<file path="src/rtl/id_ex_stage_if.sv">
// Bundle between decode/hazard logic (master) and the ID/EX stage (slave):
// decoded fields in, MEM/WB forwarding sources in, ALU operands and EX controls out.
interface id_ex_stage_if #(
  parameter int DW = 32,
  parameter int RW = 5
);
  logic          stall_e;
  logic          flush_e;
  logic          valid_d;
  logic [DW-1:0] rd1_d;
  logic [DW-1:0] rd2_d;
  logic [DW-1:0] signimm_d;
  logic [RW-1:0] rs_d;
  logic [RW-1:0] rt_d;
  logic [RW-1:0] rd_d;
  logic [2:0]    alucontrol_d;
  logic          alusrc_d;
  logic          regdst_d;
  logic          regwrite_d;
  logic          memwrite_d;
  logic          memtoreg_d;
  logic [DW-1:0] aluout_m;
  logic [RW-1:0] writereg_m;
  logic          regwrite_m;
  logic [DW-1:0] result_w;
  logic [RW-1:0] writereg_w;
  logic          regwrite_w;
  logic [DW-1:0] srca_e;
  logic [DW-1:0] srcb_e;
  logic [2:0]    alucontrol_e;
  logic [DW-1:0] writedata_e;
  logic [RW-1:0] writereg_e;
  logic          regwrite_e;
  logic          memwrite_e;
  logic          memtoreg_e;
  logic          valid_e;
  logic          hazard_e;

  modport master (
    output stall_e, flush_e, valid_d, rd1_d, rd2_d, signimm_d, rs_d, rt_d, rd_d,
           alucontrol_d, alusrc_d, regdst_d, regwrite_d, memwrite_d, memtoreg_d,
           aluout_m, writereg_m, regwrite_m, result_w, writereg_w, regwrite_w,
    input  srca_e, srcb_e, alucontrol_e, writedata_e, writereg_e,
           regwrite_e, memwrite_e, memtoreg_e, valid_e, hazard_e
  );

  modport slave (
    input  stall_e, flush_e, valid_d, rd1_d, rd2_d, signimm_d, rs_d, rt_d, rd_d,
           alucontrol_d, alusrc_d, regdst_d, regwrite_d, memwrite_d, memtoreg_d,
           aluout_m, writereg_m, regwrite_m, result_w, writereg_w, regwrite_w,
    output srca_e, srcb_e, alucontrol_e, writedata_e, writereg_e,
           regwrite_e, memwrite_e, memtoreg_e, valid_e, hazard_e
  );
endinterface

</file>
<file path="src/rtl/id_ex_stage.sv">
// ID/EX pipeline register with execute-stage operand selection.
// Build option EX_FORWARD_EN: MEM/WB forwarding muxes; otherwise raw operands plus hazard_e flag.
module id_ex_stage #(
  parameter int DW = 32,
  parameter int RW = 5
) (
  input logic          clk,
  input logic          reset_n,
  id_ex_stage_if.slave bus
);

  typedef struct packed {
    logic          valid;
    logic [RW-1:0] rs;
    logic [RW-1:0] rt;
    logic [RW-1:0] rd;
    logic [DW-1:0] rd1;
    logic [DW-1:0] rd2;
    logic [DW-1:0] imm;
    logic [2:0]    alucontrol;
    logic          alusrc;
    logic          regdst;
    logic          regwrite;
    logic          memwrite;
    logic          memtoreg;
  } ex_fields_t;

  ex_fields_t ex_q;
  ex_fields_t ex_d;

  // Flush beats stall; a bubble from decode never writes registers or memory.
  always_comb begin
    ex_d = ex_q;
    if (bus.flush_e) begin
      ex_d = '0;
    end else if (!bus.stall_e) begin
      ex_d.valid      = bus.valid_d;
      ex_d.rs         = bus.rs_d;
      ex_d.rt         = bus.rt_d;
      ex_d.rd         = bus.rd_d;
      ex_d.rd1        = bus.rd1_d;
      ex_d.rd2        = bus.rd2_d;
      ex_d.imm        = bus.signimm_d;
      ex_d.alucontrol = bus.alucontrol_d;
      ex_d.alusrc     = bus.alusrc_d;
      ex_d.regdst     = bus.regdst_d;
      ex_d.regwrite   = bus.regwrite_d & bus.valid_d;
      ex_d.memwrite   = bus.memwrite_d & bus.valid_d;
      ex_d.memtoreg   = bus.memtoreg_d;
    end
  end

  always_ff @(posedge clk or negedge reset_n) begin
    if (!reset_n) begin
      ex_q <= '0;
    end else begin
      ex_q <= ex_d;
    end
  end

  // Operand 0 is rs/rd1, operand 1 is rt/rd2.
  logic [RW-1:0] src_reg [2];
  logic [DW-1:0] reg_val [2];
  logic [DW-1:0] fwd_val [2];
  logic          hit_m   [2];
  logic          hit_w   [2];

  assign src_reg[0] = ex_q.rs;
  assign src_reg[1] = ex_q.rt;
  assign reg_val[0] = ex_q.rd1;
  assign reg_val[1] = ex_q.rd2;

  genvar gi;
  generate
    for (gi = 0; gi < 2; gi++) begin : g_operand
      assign hit_m[gi] = bus.regwrite_m && (bus.writereg_m != '0) && (bus.writereg_m == src_reg[gi]);
      assign hit_w[gi] = bus.regwrite_w && (bus.writereg_w != '0) && (bus.writereg_w == src_reg[gi]);
`ifdef EX_FORWARD_EN
      // MEM holds the younger producer, so it wins over WB.
      assign fwd_val[gi] = hit_m[gi] ? bus.aluout_m :
                           hit_w[gi] ? bus.result_w : reg_val[gi];
`else
      assign fwd_val[gi] = reg_val[gi];
`endif
    end
  endgenerate

  assign bus.srca_e       = fwd_val[0];
  assign bus.writedata_e  = fwd_val[1];
  assign bus.srcb_e       = ex_q.alusrc ? ex_q.imm : fwd_val[1];
  assign bus.alucontrol_e = ex_q.alucontrol;
  assign bus.writereg_e   = ex_q.regdst ? ex_q.rd : ex_q.rt;
  assign bus.regwrite_e   = ex_q.regwrite;
  assign bus.memwrite_e   = ex_q.memwrite;
  assign bus.memtoreg_e   = ex_q.memtoreg;
  assign bus.valid_e      = ex_q.valid;

`ifdef EX_FORWARD_EN
  assign bus.hazard_e = 1'b0;
`else
  // rt matters only when it feeds the ALU or is the store data.
  logic rt_used;
  assign rt_used      = !ex_q.alusrc || ex_q.memwrite;
  assign bus.hazard_e = ex_q.valid &&
                        (hit_m[0] || hit_w[0] || (rt_used && (hit_m[1] || hit_w[1])));
`endif

endmodule

</file>
<file path="src/flat_wrapper.sv">
// flat-port wrapper written by rule: the top's interface ports become plain ports
module id_ex_stage_flat 
#(
  parameter int DW = 32,
  parameter int RW = 5
)
  (clk, reset_n, bus_stall_e, bus_flush_e, bus_valid_d, bus_rd1_d, bus_rd2_d, bus_signimm_d, bus_rs_d, bus_rt_d, bus_rd_d, bus_alucontrol_d, bus_alusrc_d, bus_regdst_d, bus_regwrite_d, bus_memwrite_d, bus_memtoreg_d, bus_aluout_m, bus_writereg_m, bus_regwrite_m, bus_result_w, bus_writereg_w, bus_regwrite_w, bus_srca_e, bus_srcb_e, bus_alucontrol_e, bus_writedata_e, bus_writereg_e, bus_regwrite_e, bus_memwrite_e, bus_memtoreg_e, bus_valid_e, bus_hazard_e);
  id_ex_stage_if #(.DW(DW), .RW(RW)) bus_i ();
  input logic clk;
  input logic reset_n;
  input wire logic [$bits(bus_i.stall_e)-1:0] bus_stall_e;
  input wire logic [$bits(bus_i.flush_e)-1:0] bus_flush_e;
  input wire logic [$bits(bus_i.valid_d)-1:0] bus_valid_d;
  input wire logic [$bits(bus_i.rd1_d)-1:0] bus_rd1_d;
  input wire logic [$bits(bus_i.rd2_d)-1:0] bus_rd2_d;
  input wire logic [$bits(bus_i.signimm_d)-1:0] bus_signimm_d;
  input wire logic [$bits(bus_i.rs_d)-1:0] bus_rs_d;
  input wire logic [$bits(bus_i.rt_d)-1:0] bus_rt_d;
  input wire logic [$bits(bus_i.rd_d)-1:0] bus_rd_d;
  input wire logic [$bits(bus_i.alucontrol_d)-1:0] bus_alucontrol_d;
  input wire logic [$bits(bus_i.alusrc_d)-1:0] bus_alusrc_d;
  input wire logic [$bits(bus_i.regdst_d)-1:0] bus_regdst_d;
  input wire logic [$bits(bus_i.regwrite_d)-1:0] bus_regwrite_d;
  input wire logic [$bits(bus_i.memwrite_d)-1:0] bus_memwrite_d;
  input wire logic [$bits(bus_i.memtoreg_d)-1:0] bus_memtoreg_d;
  input wire logic [$bits(bus_i.aluout_m)-1:0] bus_aluout_m;
  input wire logic [$bits(bus_i.writereg_m)-1:0] bus_writereg_m;
  input wire logic [$bits(bus_i.regwrite_m)-1:0] bus_regwrite_m;
  input wire logic [$bits(bus_i.result_w)-1:0] bus_result_w;
  input wire logic [$bits(bus_i.writereg_w)-1:0] bus_writereg_w;
  input wire logic [$bits(bus_i.regwrite_w)-1:0] bus_regwrite_w;
  output wire logic [$bits(bus_i.srca_e)-1:0] bus_srca_e;
  output wire logic [$bits(bus_i.srcb_e)-1:0] bus_srcb_e;
  output wire logic [$bits(bus_i.alucontrol_e)-1:0] bus_alucontrol_e;
  output wire logic [$bits(bus_i.writedata_e)-1:0] bus_writedata_e;
  output wire logic [$bits(bus_i.writereg_e)-1:0] bus_writereg_e;
  output wire logic [$bits(bus_i.regwrite_e)-1:0] bus_regwrite_e;
  output wire logic [$bits(bus_i.memwrite_e)-1:0] bus_memwrite_e;
  output wire logic [$bits(bus_i.memtoreg_e)-1:0] bus_memtoreg_e;
  output wire logic [$bits(bus_i.valid_e)-1:0] bus_valid_e;
  output wire logic [$bits(bus_i.hazard_e)-1:0] bus_hazard_e;
  assign bus_i.stall_e = bus_stall_e;
  assign bus_i.flush_e = bus_flush_e;
  assign bus_i.valid_d = bus_valid_d;
  assign bus_i.rd1_d = bus_rd1_d;
  assign bus_i.rd2_d = bus_rd2_d;
  assign bus_i.signimm_d = bus_signimm_d;
  assign bus_i.rs_d = bus_rs_d;
  assign bus_i.rt_d = bus_rt_d;
  assign bus_i.rd_d = bus_rd_d;
  assign bus_i.alucontrol_d = bus_alucontrol_d;
  assign bus_i.alusrc_d = bus_alusrc_d;
  assign bus_i.regdst_d = bus_regdst_d;
  assign bus_i.regwrite_d = bus_regwrite_d;
  assign bus_i.memwrite_d = bus_memwrite_d;
  assign bus_i.memtoreg_d = bus_memtoreg_d;
  assign bus_i.aluout_m = bus_aluout_m;
  assign bus_i.writereg_m = bus_writereg_m;
  assign bus_i.regwrite_m = bus_regwrite_m;
  assign bus_i.result_w = bus_result_w;
  assign bus_i.writereg_w = bus_writereg_w;
  assign bus_i.regwrite_w = bus_regwrite_w;
  assign bus_srca_e = bus_i.srca_e;
  assign bus_srcb_e = bus_i.srcb_e;
  assign bus_alucontrol_e = bus_i.alucontrol_e;
  assign bus_writedata_e = bus_i.writedata_e;
  assign bus_writereg_e = bus_i.writereg_e;
  assign bus_regwrite_e = bus_i.regwrite_e;
  assign bus_memwrite_e = bus_i.memwrite_e;
  assign bus_memtoreg_e = bus_i.memtoreg_e;
  assign bus_valid_e = bus_i.valid_e;
  assign bus_hazard_e = bus_i.hazard_e;
  id_ex_stage #(.DW(DW), .RW(RW)) u_core (.clk(clk), .reset_n(reset_n), .bus(bus_i));
endmodule
</file>
<file path="config.mk">
export PLATFORM = sky130hd
export DESIGN_NAME = id_ex_stage_flat
export DESIGN_NICKNAME = d
export VERILOG_FILES = /design/src/rtl/id_ex_stage_if.sv /design/src/rtl/id_ex_stage.sv /design/src/flat_wrapper.sv
export SDC_FILE = /design/constraint.sdc
export NUM_CORES = 1
export LEC_CHECK = 0
export CAP_MARGIN = 20
export CORE_UTILIZATION = 40
export CTS_BUF_LIST = sky130_fd_sc_hd__clkbuf_16
export DETAILED_ROUTE_END_ITERATION = 8
export GPL_ROUTABILITY_DRIVEN = 0
export PLACE_DENSITY = 0.81
export SYNTH_ARGS = -nofsm -noshare
export SYNTH_HDL_FRONTEND = slang
export SYNTH_SLANG_ARGS = --single-unit
</file>
<file path="constraint.sdc">
create_clock -name clk -period 1.5 [get_ports clk]
set_input_delay 0.225 -clock clk [delete_from_list [all_inputs] [get_ports clk]]
set_output_delay 0.225 -clock clk [all_outputs]
set_load 0.01 [all_outputs]
</file>
==> results of run 1 <==
metrics by stage:
step	hold slack, ns	instance area, um2	util [%]	worst slack, ns	TNS, ns
2_1_floorplan	-0.07059	5993	-	0.06388	0
3_3_place_gp	0.1715	8322	57.04	-0.8547	-6.848
3_5_place_dp	0.1755	8322	57.04	-0.9385	-6.691
4_1_cts	0.2595	9159	62.78	-0.4406	-10.90
5_1_grt	0.2680	9183	62.94	-0.5561	-11.57
6_report	0.2799	9183	62.94	-0.4842	-9.832
flip-flops by register name (all words and copies together) (netlist names):
signal                   cells
u_core.bus.memtoreg_e        1
u_core.bus.memwrite_e        1
u_core.bus.alucontrol_e      3
u_core.bus.srca_e           32
u_core.bus.valid_e           1
u_core.bus.writedata_e      32
u_core.bus.regwrite_e        1
u_core.ex_q                 49
where the power goes:
| group | internal [mW] | switching (mW) |
|---|---|---|
| clock network | 2.75 | 1.41 |
| registers | 3.42 | 0.130 |
| logic | 0.968 | 0.680 |
routing by layer:
layer | vias up | global-route usage, %
li1 | 2125 | -
met1 | 2225 | 25.00
met2 | 175 | 35.81
met3 | 25 | 6.143
met4 | 0 | 8.717
met5 | - | 0
kinds of logic after synthesis:
group | after synthesis | share of synthesized area (%)
AOI/OAI and AO/OA | 6 | 0.6889
xor gates and xnor gates | 20 | 2.923
buffers and inverters | 100 | 10.79
DFF | 120 | 50.10
muxes | 155 | 26.66
and+or+nand+nor | 135 | 8.831
cell usage after synthesis:
cell type / n
a21oi_1: 2
buf_2: 16
buf_4: 67
clkbuf_1: 16
dfrtp_1: 120
inv_1: 1
mux2_2: 37
mux2i_1: 118
nand2_1: 3
nand3_1: 4
nor2_1: 122
nor4_1: 4
o21ai_0: 1
o21ai_2: 2
o221ai_1: 1
or4_1: 2
xnor2_1: 12
xor2_1: 8
layout by cell type (no fill, tap or decap), drive strengths merged:
cell           Yosys  final
nand3              4      4
clkdlybuf4s50      0    125
dlygate4sd3        0      1
dlygate4sd2        0     78
or4                2      2
o21ai              3      3
a21oi              2      2
nor2             122    122
mux2              37     37
nor4               4      4
bufinv             0      4
nand2              3      3
clkinv             0     11
mux2i            118    118
xnor2             12     12
o221ai             1      1
clkbuf            16     17
dfrtp            120    120
xor2               8      8
inv                1      1
buf               83     80
critical path: cells and delay by family (launching register included):
kind                      cells  cell delay (ns)
AOI/OAI and AO/OA             1             0.17
xor gates and xnor gates      1             0.21
buffers and inverters         1             0.12
DFF                           1             0.43
and+or+nand+nor               3             0.42
layout make-up:
class	count	area, um2
flip-flops and latches	120	3007
inverters	1	3.754
well taps	184	230.2
repair buffers	284	2899
multi-input cells	316	2434
clock buffers	17	425.4
fillers	1165	5406
clock inverters	15	183.9
how the worst max path moves through the flow:
stage	cells after the start	start	to
6_report	6	u_core.ex_q[111]	bus_hazard_e
5_1_grt	6	u_core.ex_q[113]	bus_hazard_e
4_1_cts	6	u_core.ex_q[113]	bus_hazard_e
3_5_place_dp	7	bus_writereg_m[0]	bus_hazard_e
3_3_place_gp	7	bus_writereg_w[0]	bus_hazard_e
2_1_floorplan	5	bus_writereg_m[0]	bus_hazard_e
what timing repair did:
action,CTS,global route
gates cloned,4,0
pin swaps,7,0
hold endpoints to repair,24,0
endpoints found under the setup margin,109,38
hold buffers,1,0
buffers inserted,10,4
gates resized for setup,294,24
==> metrics.txt, run 1 <==
clock skew=0 ns; Reg2Reg Capture Point=u_core.ex_q[4]; Pwr per Cell Area=1020 nW/um2; initial antenna violation count=0; type of origin of the critical path=register; fmax=504.0 MHz; Placed Instances=892; final wirelength=15890 um; clock sinks=120; Met3 Wirelength=1031 um; Post-DP HPWL=10830 um; Post-DRT Antenna Nets=0; CP required=1.27 ns; relative slew slack=65.24%; min-delay src=bus_stall_e; Leakage Power=4.682 nW; FF-to-FF Start=u_core.ex_q[4]; First-pass DRT Iterations=4; CTS clk-pin slew, worst paths=0.05 ns; First DRT Iteration DRCs=143; first-pass GRT wire length=25840 um; CP endpoint kind=output pin; largest net degree at the start of global routing=121; failing checks=setup timing; unique cell type count in the Yosys netlist=18; Global Route Usage Sum=21.14%; Syn Nets=736; layout cells sized above 1=20.85%; CTS H-tree depth=4; clk_lat worst skew=0.40 ns; crit path kind=register to output pin; TritonCTS Buffers=17; area of the core=14590 um2; ANT cells=0; critical path's largest stage delay=0.43 ns; IO Count=309; met2 routed WL=7821 um; sink of the worst hold path=u_core.ex_q[108]; fin crit share=132.3%; fin crit period=1.984 ns; crit-path max FO=3; largest cells by area after synthesis=dfrtp_1 (50%), mux2i_1 (20%), buf_4 (8.4%); post-synthesis cell count=536; Buffers on Ports=244; DRC viols=0; status=finished with violations; R2R depth=6; Non-Filler Instances=937; clock root buffer=clkbuf_16; unrepaired setup endpoints after global routing=yes; YS warnings=0; VDD IR max=0.5896 mV; top layer reached by signal wires=met4; WL/cell=16.96 um; vias in the first global route=5023; fin. max-slew vios=0; Initial Utilization=41.08%; # rows=44; top-area cell type share of the netlist area=50.10%; nets@finish=940; Vias=4550; Hold Fails Final Rpt=0; die span in y=124.4 um; CTS tree=built; final setup fails=38; Worst Hold Path Cells=3; Worst Setup Slack, final=-0.4842 ns; max cap viols=0; worst hold path class=primary input to register; Final Power=9.368 mW; CTS Buffer Depth=2; area delta synth->final=53.22%; post-synth top area cell=dfrtp_1; Die Footprint=15480 um2; worst-margin pin slew=0.5215 ns; M1 wire length=6700 um; Slowest-stage cell, CP=dfrtp_1; die width=124.4 um; worst endpoint data arrival time=1.76 ns; Avg Synthesized Cell Area=11.18 um2; internal reg-to-reg setup slack=0.25 ns; FF+latch count, synth=120; post-synthesis sequential area ratio=50.10%; critical-path cell list=xnor2_1 -> nand3_1 -> nor4_2 -> o221ai_1 -> nand2_1 -> buf_2; Vias/cell=4.856; total grt overflow=0; Mapped Area=5993 um2
No activity file was read; power rests on OpenSTA's default activity.
==> run 2: changes to the inputs <==
--- a/config.mk
+++ b/config.mk
@@ -11,6 +11,7 @@
 export DETAILED_ROUTE_END_ITERATION = 8
 export GPL_ROUTABILITY_DRIVEN = 0
 export PLACE_DENSITY = 0.81
+export REMOVE_ABC_BUFFERS = 1
 export SYNTH_ARGS = -nofsm -noshare
 export SYNTH_HDL_FRONTEND = slang
 export SYNTH_SLANG_ARGS = --single-unit
==> metrics.txt, run 2 (synthesis gave the netlist of run 1 again) <==
CTS clk-pin slew, worst paths=0.05 ns (about the same); worst endpoint data arrival time=1.68 ns (was 1.76 ns); Place WS=-0.9341 ns (was -0.9385 ns); Buffers on Ports=244 (unchanged); First-pass DRT Iterations=4 (unchanged); Final Instance Area=9125 um2 (was 9183 um2); CTS tree=built (unchanged); CP required=1.27 ns (about the same); status=finished with violations (unchanged); fin crit period=1.908 ns (was 1.984 ns); unrepaired setup endpoints after global routing=yes (unchanged); sequential power share=39.8% (was 37.9%); VDD IR max=0.6536 mV (was 0.5896 mV); largest reg by FF count=u_core.ex_q (unchanged); placed cell area=8309 um2 (was 8322 um2); Leakage Power=4.674 nW (was 4.682 nW); worst-margin pin slew=0.6579 ns (was 0.5215 ns); fin crit share=127.2% (was 132.3%); vias in the first global route=4977 (was 5023); ANT cells=0 (unchanged); Multi-input gate area=2469 um2 (was 2434 um2); FF/Latch Area=3008 um2 (was 3007 um2); Worst Setup Slack, final=-0.4077 ns (was -0.4842 ns); Vias/cell=4.851 (was 4.856); clock skew=0 ns (unchanged); area delta synth->final=52.25% (was 53.22%); layout cells sized above 1=20.29% (was 20.85%); Post-DRT Antenna Nets=0 (unchanged); CTS H-tree depth=4 (unchanged); First DRT Iteration DRCs=155 (was 143); fin. max-slew vios=0 (unchanged); Global Route Usage Sum=20.48% (was 21.14%); final setup fails=38 (unchanged); Hold Slack=0.1892 ns (was 0.2799 ns); Pwr per Cell Area=981.3 nW/um2 (was 1020 nW/um2); Psw=2.178 mW (was 2.225 mW); max reg flops=49 (unchanged); CTS Buffer Depth=2 (unchanged); commonest cells after routing, fill and taps aside=clkdlybuf4s50_1 (124), nor2_1 (122), mux2i_1 (118) (was clkdlybuf4s50_1 (125), nor2_1 (122), mux2i_1 (118)); max cap viols=0 (unchanged); fill count=1140 (was 1165); Die Footprint=15480 um2 (unchanged); nets@finish=941 (was 940); # rows=44 (unchanged); crit path kind=primary input to output pin (was register to output pin); largest net degree at the start of global routing=71 (was 121); Vias=4550 (unchanged); fmax=524.2 MHz (was 504.0 MHz); Cell Int Power=6.777 mW (was 7.143 mW); failing checks=setup timing (unchanged); relative slew slack=56.14% (was 65.24%); DRC viols=0 (unchanged); clk_lat worst skew=0.40 ns (about the same); setup TNS=-9.136 ns (was -9.832 ns); crit-path max FO=2 (was 3); first-pass GRT wire length=25030 um (was 25840 um); Sw Share=24.32% (was 23.75%); final core utilization=62.55% (was 62.94%); Comb power frac=18.4% (was 17.6%); TritonCTS Buffers=17 (unchanged); Post-DP HPWL=10870 um (was 10830 um); area of the core=14590 um2 (unchanged); initial antenna violation count=0 (unchanged); WL/cell=16.78 um (was 16.96 um); clock sinks=120 (unchanged); most common cell after layout, fill and taps aside=clkdlybuf4s50_1 (unchanged); final wirelength=15740 um (was 15890 um); IO Count=309 (unchanged); total grt overflow=0 (unchanged); Initial Utilization=41.08% (unchanged); Hold Fails Final Rpt=0 (unchanged); clock root buffer=clkbuf_16 (unchanged); type of origin of the critical path=primary input (was register); worst hold path class=primary input to register (unchanged); die span in y=124.4 um (unchanged); clock share of power=41.8% (was 44.5%); die width=124.4 um (unchanged); CP endpoint kind=output pin (unchanged)
-- run 2: changes by cell type in the layout (fill, tap and decap cells not counted), sizes merged --
cell / change
buf: +1
bufinv: -2
clkdlybuf4s50: -1
clkinv: -4
clkinvlp: +2
dlygate4sd2: +1
inv: +4
-- run 2: per-stage QoR --
| stage | power [mW] | std cells |
|---|---|---|
| global placement | 5.152 | 892 |
| detailed placement | 5.204 | 892 |
| floorplan | 4.095 | 437 |
| global route | 9.341 | 938 |
| CTS | 9.008 | 938 |
| finish | 8.954 | 938 |
-- run 2: worst paths after layout --
| kind | cells after the start | startpoint | to | slack, ns |
|---|---|---|---|---|
| max | 7 | bus_writereg_w[0] | bus_hazard_e | -0.41 |
| min | 2 | bus_flush_e | u_core.bus.writedata_e[24] | 0.19 |
| max reg2reg | 5 | u_core.ex_q[113] | u_core.ex_q[113] | 0.41 |
| min reg2reg | 2 | u_core.bus.regwrite_e | u_core.bus.regwrite_e | 0.52 |
| max in group asynchronous | 3 | reset_n | u_core.ex_q[3] | 0.49 |
| min in group asynchronous | 3 | reset_n | u_core.ex_q[29] | 0.37 |
-- run 2: power groups by stage --
stage | Clock [mW] | Combinational (mW) | Sequential (mW)
4_1_cts | 3.83 | 1.62 | 3.56
6_report | 3.75 | 1.65 | 3.56
5_1_grt | 3.99 | 1.77 | 3.58
3_5_place_dp | 0 | 1.59 | 3.61
3_3_place_gp | 0 | 1.56 | 3.59
2_1_floorplan | 0 | 0.455 | 3.64
-- run 2: final cells by class --
cell class                 count  share of cell area, %
clock inverter                15                  1.330
timing repair buffer         285                  31.43
tap                          184                  2.523
multi-input combinational    316                  27.05
inverter                       1                0.04114
sequential                   120                  32.96
clock buffer                  17                  4.662
-- run 2: what timing repair did --
item	4_1_cts	5_1_grt
hold buffers	1	0
endpoints found under the hold margin	120	0
gates cloned	1	0
resized for setup	297	29
endpoints found under the setup margin	109	38
buffers inserted	14	2
pin swaps	5	0
-- run 2: worst max-delay path: stages --
cell	delay, ns
dlygate4sd2_1	0.26
or4_4	0.55
o21ai_2	0.20
nor4_1	0.09
o21ai_1	0.16
nand2_1	0.06
buf_2	0.14
-- run 2: routing by layer --
layer  vias to the layer above  global-route usage [%]  wire length [um]
met5                         -                       0                 0
met4                         0                   9.780               443
met3                        38                   6.143               970
met2                       158                   36.17              8240
met1                      2223                   22.29              6087
li1                       2131                       -                 -
==> run 3: changes to the inputs <==
--- a/config.mk
+++ b/config.mk
@@ -10,7 +10,7 @@
 export CTS_BUF_LIST = sky130_fd_sc_hd__clkbuf_16
 export DETAILED_ROUTE_END_ITERATION = 8
 export GPL_ROUTABILITY_DRIVEN = 0
-export PLACE_DENSITY = 0.81
+export PLACE_DENSITY = 0.86
 export REMOVE_ABC_BUFFERS = 1
 export SYNTH_ARGS = -nofsm -noshare
 export SYNTH_HDL_FRONTEND = slang
==> constraint.sdc (replaced) <==
create_clock -name clk -period 1.5 [get_ports clk]
set_input_delay 0.225 -clock clk [delete_from_list [all_inputs] [get_ports clk]]
set_output_delay 0.225 -clock clk [all_outputs]
set_load 0.1 [all_outputs]
==> metrics.txt, run 3 (synthesis gave the netlist of run 1 again) <==
fin. max-slew vios=0 (unchanged); worst hold path class=primary input to async pin (was primary input to register); setup TNS=-12.82 ns (was -9.136 ns); Worst Setup EP=bus_hazard_e (unchanged); critical path's largest stage delay=0.41 ns (was 0.55 ns); failing checks=setup timing (unchanged); Slowest-stage cell, CP=dfrtp_1 (was or4_4); ANT cells=0 (unchanged); Buffers on Ports=244 (unchanged); max reg flops=49 (unchanged); commonest cells after routing, fill and taps aside=clkdlybuf4s50_1 (124), nor2_1 (122), mux2i_1 (118), buf_12 (118), dfrtp_1 (114) (was clkdlybuf4s50_1 (124), nor2_1 (122), mux2i_1 (118)); Final Power=10.86 mW (was 8.954 mW); TritonCTS Buffers=17 (unchanged); Multi-input gate area=2539 um2 (was 2469 um2); Vias=4674 (was 4550); FF-to-FF Start=u_core.ex_q[4] (was u_core.ex_q[113]); worst endpoint data arrival time=1.82 ns (was 1.68 ns); nets@finish=939 (was 941); relative slew slack=73.94% (was 56.14%); First DRT Iteration DRCs=233 (was 155); Vias/cell=4.994 (was 4.851); Worst Setup Slack, final=-0.5499 ns (was -0.4077 ns); DRC viols=0 (unchanged); crit path kind=register to output pin (was primary input to output pin); FF/Latch Area=3010 um2 (was 3008 um2); type of origin of the critical path=register (was primary input); CTS H-tree depth=4 (unchanged); final wirelength=17750 um (was 15740 um); VDD IR max=0.7305 mV (was 0.6536 mV); fin crit share=136.7% (was 127.2%); Critical Path Start=u_core.ex_q[116] (was bus_writereg_w[0]); Die Footprint=15480 um2 (unchanged); worst-margin pin slew=0.3909 ns (was 0.6579 ns); CP endpoint kind=output pin (unchanged); fill count=923 (was 1140); Global Route Usage Sum=23.07% (was 20.48%); clk_lat worst skew=0.40 ns (about the same); R2R depth=4 (was 5); area of the core=14590 um2 (unchanged); max cap viols=0 (unchanged); most common cell after layout, fill and taps aside=clkdlybuf4s50_1 (unchanged); area delta synth->final=72.82% (was 52.25%); IO Count=309 (unchanged); die width=124.4 um (unchanged); CTS tree=built (unchanged); clock skew=0 ns (unchanged); die span in y=124.4 um (unchanged); CTS clk-pin slew, worst paths=0.05 ns (about the same); clock sinks=120 (unchanged); Hold Fails Final Rpt=0 (unchanged); vias in the first global route=5275 (was 4977); final setup fails=38 (unchanged); total grt overflow=0 (unchanged); First-pass DRT Iterations=4 (unchanged); largest net degree at the start of global routing=68 (was 71); fmax=487.8 MHz (was 524.2 MHz); internal reg-to-reg setup slack=0.39 ns (was 0.41 ns); initial antenna violation count=0 (unchanged); WL/cell=18.97 um (was 16.78 um); crit-path max FO=3 (was 2); status=finished with violations (unchanged); CTS Buffer Depth=2 (unchanged); Initial Utilization=41.08% (unchanged); Reg2Reg Capture Point=u_core.ex_q[4] (was u_core.ex_q[113]); critical-path cell list=xnor2_1 -> nand3_1 -> nor4_2 -> o21ai_1 -> nand2_1 -> buf_12 (was dlygate4sd2_1 -> or4_4 -> o21ai_2 -> nor4_1 -> o21ai_1 -> nand2_1 -> buf_2); largest reg by FF count=u_core.ex_q (unchanged); # rows=44 (unchanged); layout cells sized above 1=30.05% (was 20.29%); fin crit period=2.050 ns (was 1.908 ns); clock root buffer=clkbuf_16 (unchanged); Leakage Power=4.912 nW (was 4.674 nW); Post-DRT Antenna Nets=0 (unchanged); first-pass GRT wire length=27730 um (was 25030 um); Hold Slack=0.2871 ns (was 0.1892 ns); CP required=1.27 ns (about the same); unrepaired setup endpoints after global routing=yes (unchanged); Post-DP HPWL=12310 um (was 10870 um); Pwr per Cell Area=1048 nW/um2 (was 981.3 nW/um2)
## run 3: worst min-delay path by stage
stage / to / slack [ns] / cells past startpoint
CTS: u_core.bus.writedata_e[23] / 0.28 / 3
finish: u_core.ex_q[12] / 0.29 / 2
global placement: u_core.bus.writedata_e[4] / 0.17 / 1
global route: u_core.ex_q[12] / 0.29 / 2
floorplan: u_core.bus.alucontrol_e[0] / -0.07 / 0
detailed placement: u_core.bus.writedata_e[4] / 0.18 / 1
## run 3: cell type report
cell class / count / area share (%)
multi-input cells: 316 / 24.51
flip-flops and latches: 120 / 29.07
clock inverters: 15 / 1.172
inverters: 1 / 0.03624
repair buffers: 283 / 38.89
clock buffers: 17 / 4.107
well taps: 184 / 2.223
## run 3: critical path, delay by kind of cell, from the launching register on
family / cells / cell delay [ns]
simple gates: 3 / 0.47
flops: 1 / 0.41
xor+xnor: 1 / 0.23
buf+inv: 1 / 0.18
compound gates: 1 / 0.13
## run 3: routing by layer
layer / part of all wire [%] / global-route usage (%) / vias to the layer above
li1: - / - / 2130
met1: 38 / 24.38 / 2318
met2: 54 / 41.83 / 181
met3: 5.0 / 5.756 / 45
met4: 3.9 / 12.40 / 0
met5: 0 / 0 / -
## run 3: power breakdown
| group | switching, mW | total (mW) | internal, mW |
|---|---|---|---|
| Clock | 1.39 | 3.78 | 2.38 |
| Combinational | 2.00 | 3.45 | 1.45 |
| Sequential | 0.209 | 3.63 | 3.42 |
| Total | 3.60 | 10.9 | 7.26 |
## run 3: metrics by stage
step	setup WS [ns]	util, %	area (um2)	std cells
after floorplan	-0.6118	-	5350	437
after global placement	-0.5847	64.78	9450	897
after detailed placement	-0.6822	64.78	9450	897
after CTS	-0.5859	70.21	10240	934
after global routing	-0.6360	70.99	10360	936
final	-0.5499	70.99	10360	936
## run 3: what timing repair did
item,in CTS,in global routing
pin swaps,5,7
setup buffers,4,4
hold buffers,1,0
gates cloned,2,2
endpoints found under the hold margin,24,0
gates resized for setup,55,24
setup endpoints to repair,38,38
==> edit 1 (settings of run 3) <==
Reset style: synchronous (`reset_n`), changed in one clocked block.
--- a/src/rtl/id_ex_stage.sv
+++ b/src/rtl/id_ex_stage.sv
@@ -50,7 +50,7 @@
     end
   end
 
-  always_ff @(posedge clk or negedge reset_n) begin
+  always_ff @(posedge clk) begin
     if (!reset_n) begin
       ex_q <= '0;
     end else begin
Formal check against the unedited RTL: differs if reset_n is asserted again (counterexample within 4 cycles, from zero or initial values and one cycle with reset_n low); with reset_n held inactive, the same outputs for 10 cycles.
==> edit 1 against run 3 <==
The flow still finishes with violations (negative setup slack). Power is 14% lower. Global-route usage is 0.70 points higher. Non-clock buffer count is 9 lower. Worst setup slack better by 0.040 ns. Clock power is 1% higher. Sequential share of layout area is 4.0 points lower. Wire length is 7.4% lower. Via count is 4.6% lower. Clock skew stayed put. Synthesized area is 10% lower. Sequential cell count stayed put. Design area is 6.5% lower. Critical endpoint unchanged. Largest cell class unchanged.
==> edit 1: results (changes against run 3) <==
| Metric | Value |
|---|---|
| Status | finished with violations |
| Failing checks | negative setup slack |
| Global Route Usage Sum | 0.238 (+0.00700) |
| Leakage power | 4.10 nW (-16%) |
| Synth cell types | 24 (+6) |
| Relative slew margins | 0.799 (+0.0593) |
| Peak supply drop | 0.000784 V (+7.4%) |
| Met1 usage | 0.242 (-0.00206) |
| Share of cells above drive strength 1 | 0.308 (+0.00716) |
| Commonest cells post-synth | dfxtp_1, nor2_1, mux2i_1 |
| GR Util met2 | 0.444 (+0.0262) |
| Post-DP Area | 8750 µm² (-7.4%) |
| Post-Place Cells | 876 (-2.3%) |
| Routed WL | 16,400 µm (-7.4%) |
| Post-synthesis compound-gate area fraction | 0.00883 (+0.00194) |
| Drt wl/cell | 17.9 µm (-5.5%) |
| Post-CTS Repair Setup Buffers | 6 (+2) |
| Largest net degree at the start of global routing | 45 (-34%) |
| Warnings from Yosys | 0 (unchanged) |
| Nets@finish | 928 (-1.2%) |
| Synth Area in XOR/XNOR | 0.0325 (+0.00329) |
| Pint | 0.00668 W (-7.9%) |
| Syn Area/Cell | 10.1 µm² (-9.8%) |
| Detail Route met2 WL | 9010 µm (-5.3%) |
| First-pass GRT wire length | 25,600 µm (-7.8%) |
| Grt met3 use | 0.0688 (+0.0112) |
| Mux share of post-synthesis cell area | 0.295 (+0.0282) |
| Setup tns final | -8.75 ns (+4.06 ns) |
| Comb power | 0.00214 W (-38%) |
| Met3 wire len | 969 µm (+10%) |
| DRT iter0 DRCs | 214 (-8.2%) |
| Hold Crit Class | in -> reg |
| Number of global-route vias before repair | 4,892 (-7.3%) |
| Top_reg_cell synth | dfxtp_1 |
| Dpl hpwl | 11,400 µm (-7.2%) |
| Post-synthesis sequential area ratio | 0.446 (-0.0551) |
| Via/cell ratio | 4.86 (-2.6%) |
| Final worst-path setup slack | -0.510 ns (+0.0395 ns) |
| Crit Path Max Fanout | 2 (-1) |
| Final setup violation count | 38 (unchanged) |
| Synth area leaders | dfxtp_1, mux2i_1, buf_4 |
| Reg-to-reg slack, setup | 0.62 ns (+0.23 ns) |
| Sequential share of power | 0.363 (+0.028) |
edit 1: changes by cell type after synthesis, moves of 2 or more:
cell,change
dfxtp_1,+120
nor2_1,-2
a22oi_1,+2
mux2_1,+9
nand2_1,-2
mux2_2,-9
dfrtp_1,-120
edit 1: cell type report:
class / instances / area [µm²]
timing repair buffer: 274 / 3910
fill: 849 / 3510
multi-input combinational: 314 / 2560
sequential: 120 / 2420
clock buffer: 17 / 425
tap: 176 / 220
clock inverter: 15 / 136
inverter: 1 / 3.75
edit 1: critical path, stage by stage:
cell	delay, ns
dlygate4sd2_1	0.26
or4_4	0.53
o21ai_4	0.17
nor4_2	0.08
o21ai_1	0.20
nand2_1	0.13
buf_12	0.19
edit 1: through the flow:
step	setup slack, ns	power, W	hold slack, ns
6_report	-0.510	0.00938	0.240
4_1_cts	-0.498	0.00943	0.227
3_3_place_gp	-0.577	0.00547	0.468
3_5_place_dp	-0.683	0.00553	0.482
2_1_floorplan	-1.16	0.00448	0.366
5_1_grt	-0.535	0.00969	0.247
==> edit 2 (settings of run 3) <==
Made on the original files. `RW` is set to 5 in 3 places; all go to 6.
--- a/src/rtl/id_ex_stage_if.sv
+++ b/src/rtl/id_ex_stage_if.sv
@@ -2,7 +2,7 @@
 // decoded fields in, MEM/WB forwarding sources in, ALU operands and EX controls out.
 interface id_ex_stage_if #(
   parameter int DW = 32,
-  parameter int RW = 5
+  parameter int RW = 6
 );
   logic          stall_e;
   logic          flush_e;
--- a/src/rtl/id_ex_stage.sv
+++ b/src/rtl/id_ex_stage.sv
@@ -2,7 +2,7 @@
 // Build option EX_FORWARD_EN: MEM/WB forwarding muxes; otherwise raw operands plus hazard_e flag.
 module id_ex_stage #(
   parameter int DW = 32,
-  parameter int RW = 5
+  parameter int RW = 6
 ) (
   input logic          clk,
   input logic          reset_n,
--- a/src/flat_wrapper.sv
+++ b/src/flat_wrapper.sv
@@ -2,7 +2,7 @@
 module id_ex_stage_flat 
 #(
   parameter int DW = 32,
-  parameter int RW = 5
+  parameter int RW = 6
 )
   (clk, reset_n, bus_stall_e, bus_flush_e, bus_valid_d, bus_rd1_d, bus_rd2_d, bus_signimm_d, bus_rs_d, bus_rt_d, bus_rd_d, bus_alucontrol_d, bus_alusrc_d, bus_regdst_d, bus_regwrite_d, bus_memwrite_d, bus_memtoreg_d, bus_aluout_m, bus_writereg_m, bus_regwrite_m, bus_result_w, bus_writereg_w, bus_regwrite_w, bus_srca_e, bus_srcb_e, bus_alucontrol_e, bus_writedata_e, bus_writereg_e, bus_regwrite_e, bus_memwrite_e, bus_memtoreg_e, bus_valid_e, bus_hazard_e);
   id_ex_stage_if #(.DW(DW), .RW(RW)) bus_i ();
Ports: changed (6 resized); port bits go from 309 to 315. No check against the original RTL was run, so the function may have changed too.
==> edit 2 against run 3 <==
The run still ends with negative setup slack left. Sequential share of layout area shrank 0.16 points. Wire length decreased by 1.4%. Synthesized area increased by 2.9%. Power grew 5.8%. Synthesized cell count is 2.8% higher. Fmax fell by 4.5%. Worst setup slack worse by 0.098 ns. Design area rose by 3.0%. Sequential cell count is 3 higher. Largest cell class unchanged. Highest routed layer unchanged.
==> edit 2: results (changes against run 3) <==
| Metric | Value |
|---|---|
| Port bufs | 250 (+2.5%) |
| First-pass GRT wire length | 27,600 µm (-0.60%) |
| Worst-Skew Late Latency | 0.41 ns |
| Grt met3 use | 0.0684 (+0.0108) |
| Global Route Usage Sum | 0.227 (-0.00395) |
| Post-synthesis sequential area ratio | 0.499 (-0.00206) |
| Post-layout min period | 2.15 ns (+0.0977 ns) |
| DRT iter0 DRCs | 204 (-12%) |
| Drt wl/cell | 18.1 µm (-4.3%) |
| Fill count | 992 (+7.5%) |
| Reg-to-reg slack, setup | 0.48 ns (+0.09 ns) |
| Syn Area/Cell | 11.2 µm² (+0.12%) |
| Largest reg by FF count | u_core.ex_q |
| Failing checks | negative setup slack |
| Number of global-route vias before repair | 5,136 (-2.6%) |
| Nets@finish | 969 (+3.2%) |
| Max FFs per register | 52 (+6.1%) |
| Status | finished with violations |
| Hold Crit Class | in -> reg |
| Setup tns final | -12.40 ns (+0.418 ns) |
| Final worst-path setup slack | -0.648 ns (-0.0977 ns) |
| Synth cell types | 19 (+1) |
| Post-synthesis compound-gate area fraction | 0.00791 (+0.00102) |
| Crit Path Max Fanout | 2 (-1) |
| Pint | 0.00774 W (+6.6%) |
| Pre-CTS WS | -0.784 ns (-0.102 ns) |
| GR Util met2 | 0.399 (-0.0192) |
| CP arrival | 1.92 ns (+0.10 ns) |
| Synth area leaders | dfrtp_1, mux2i_1, buf_4 |
| CTS max path bufs | 2 (unchanged) |
| Share of cells above drive strength 1 | 0.302 (+0.00191) |
| Met1 usage | 0.259 (+0.0150) |
| Diodes inserted | 0 (unchanged) |
| Commonest cells post-synth | nor2_1, dfrtp_1, mux2i_1 |
| Synth Area in XOR/XNOR | 0.0341 (+0.00485) |
| Terminus of the critical flop-to-flop path | u_core.ex_q[4] |
| Final setup violation count | 39 (+2.6%) |
| Slew @ Worst Pin | 0.359 ns (-0.0317 ns) |
| Peak supply drop | 0.00102 V (+40%) |
| Crit path launch | bus_writereg_m[1] |
| Via/cell ratio | 4.92 (-1.4%) |
| Largest net degree at the start of global routing | 55 (-19%) |
| Routed WL | 17,500 µm (-1.4%) |
| Mux share of post-synthesis cell area | 0.266 (-0.000877) |
[edit 2: how the worst min path moves through the flow]
stage	from	to	slack [ns]
5_1_grt	bus_flush_e	u_core.bus.writedata_e[31]	0.16
3_5_place_dp	reset_n	u_core.ex_q[26]	0.16
3_3_place_gp	reset_n	u_core.bus.writedata_e[18]	0.16
2_1_floorplan	reset_n	u_core.bus.alucontrol_e[0]	-0.07
4_1_cts	bus_flush_e	u_core.bus.writedata_e[31]	0.16
6_report	bus_flush_e	u_core.bus.writedata_e[31]	0.17
[edit 2: kinds of logic after synthesis]
| family | count (synthesis) |
|---|---|
| muxes | 159 |
| xor gates and xnor gates | 24 |
| and+or+nand+nor | 138 |
| AOI/OAI and AO/OA | 6 |
| buffers and inverters | 101 |
| DFF | 123 |
[edit 2: final cells by class]
type	count	share of cell area
repair buffers	294	0.387
flip-flops and latches	123	0.289
multi-input cells	327	0.245
clock buffers	17	0.0399
well taps	188	0.0220
clock inverters	15	0.0171
inverters	1	0.000352
[edit 2: timing repair]
| action | 4_1_cts | 5_1_grt |
|---|---|---|
| resized for setup | 57 | 14 |
| hold buffers | 1 | 0 |
| cloned | 2 | 0 |
| setup endpoints to repair | 39 | 39 |
| pin swaps | 15 | 3 |
| buffers inserted | 9 | 1 |
| hold endpoints to repair | 19 | 0 |
[edit 2: routing by layer]
metal  vias up  wire [µm]  part of all wire
met5         -          0                 0
met4         0        382             0.022
met3        28       1070             0.061
met2       189       9220              0.53
met1      2334       6840              0.39
li1       2198          -                 -
[edit 2: critical path, cell delays in order]
cell and delay, ns:
clkdlybuf4s50_1 0.42, or4_4 0.43, o31ai_4 0.27, nor4_2 0.09
o221ai_1 0.17, nand2_1 0.12, buf_12 0.18
[edit 2: power groups by stage]
| stage | logic [W] | clock network, W | registers [W] |
|---|---|---|---|
| after detailed placement | 0.00339 | 0 | 0.00376 |
| after floorplan | 0.000999 | 0 | 0.00447 |
| after CTS | 0.00352 | 0.00434 | 0.00371 |
| after global routing | 0.00363 | 0.00450 | 0.00373 |
| final | 0.00350 | 0.00427 | 0.00371 |
| after global placement | 0.00336 | 0 | 0.00375 |
[edit 2: through the flow]
stage,hold slack [ns],cell area [µm²]
final,0.174,10700
after global routing,0.164,10700
after CTS,0.160,10700
after detailed placement,0.156,9740
after global placement,0.158,9740
after floorplan,-0.0706,5530
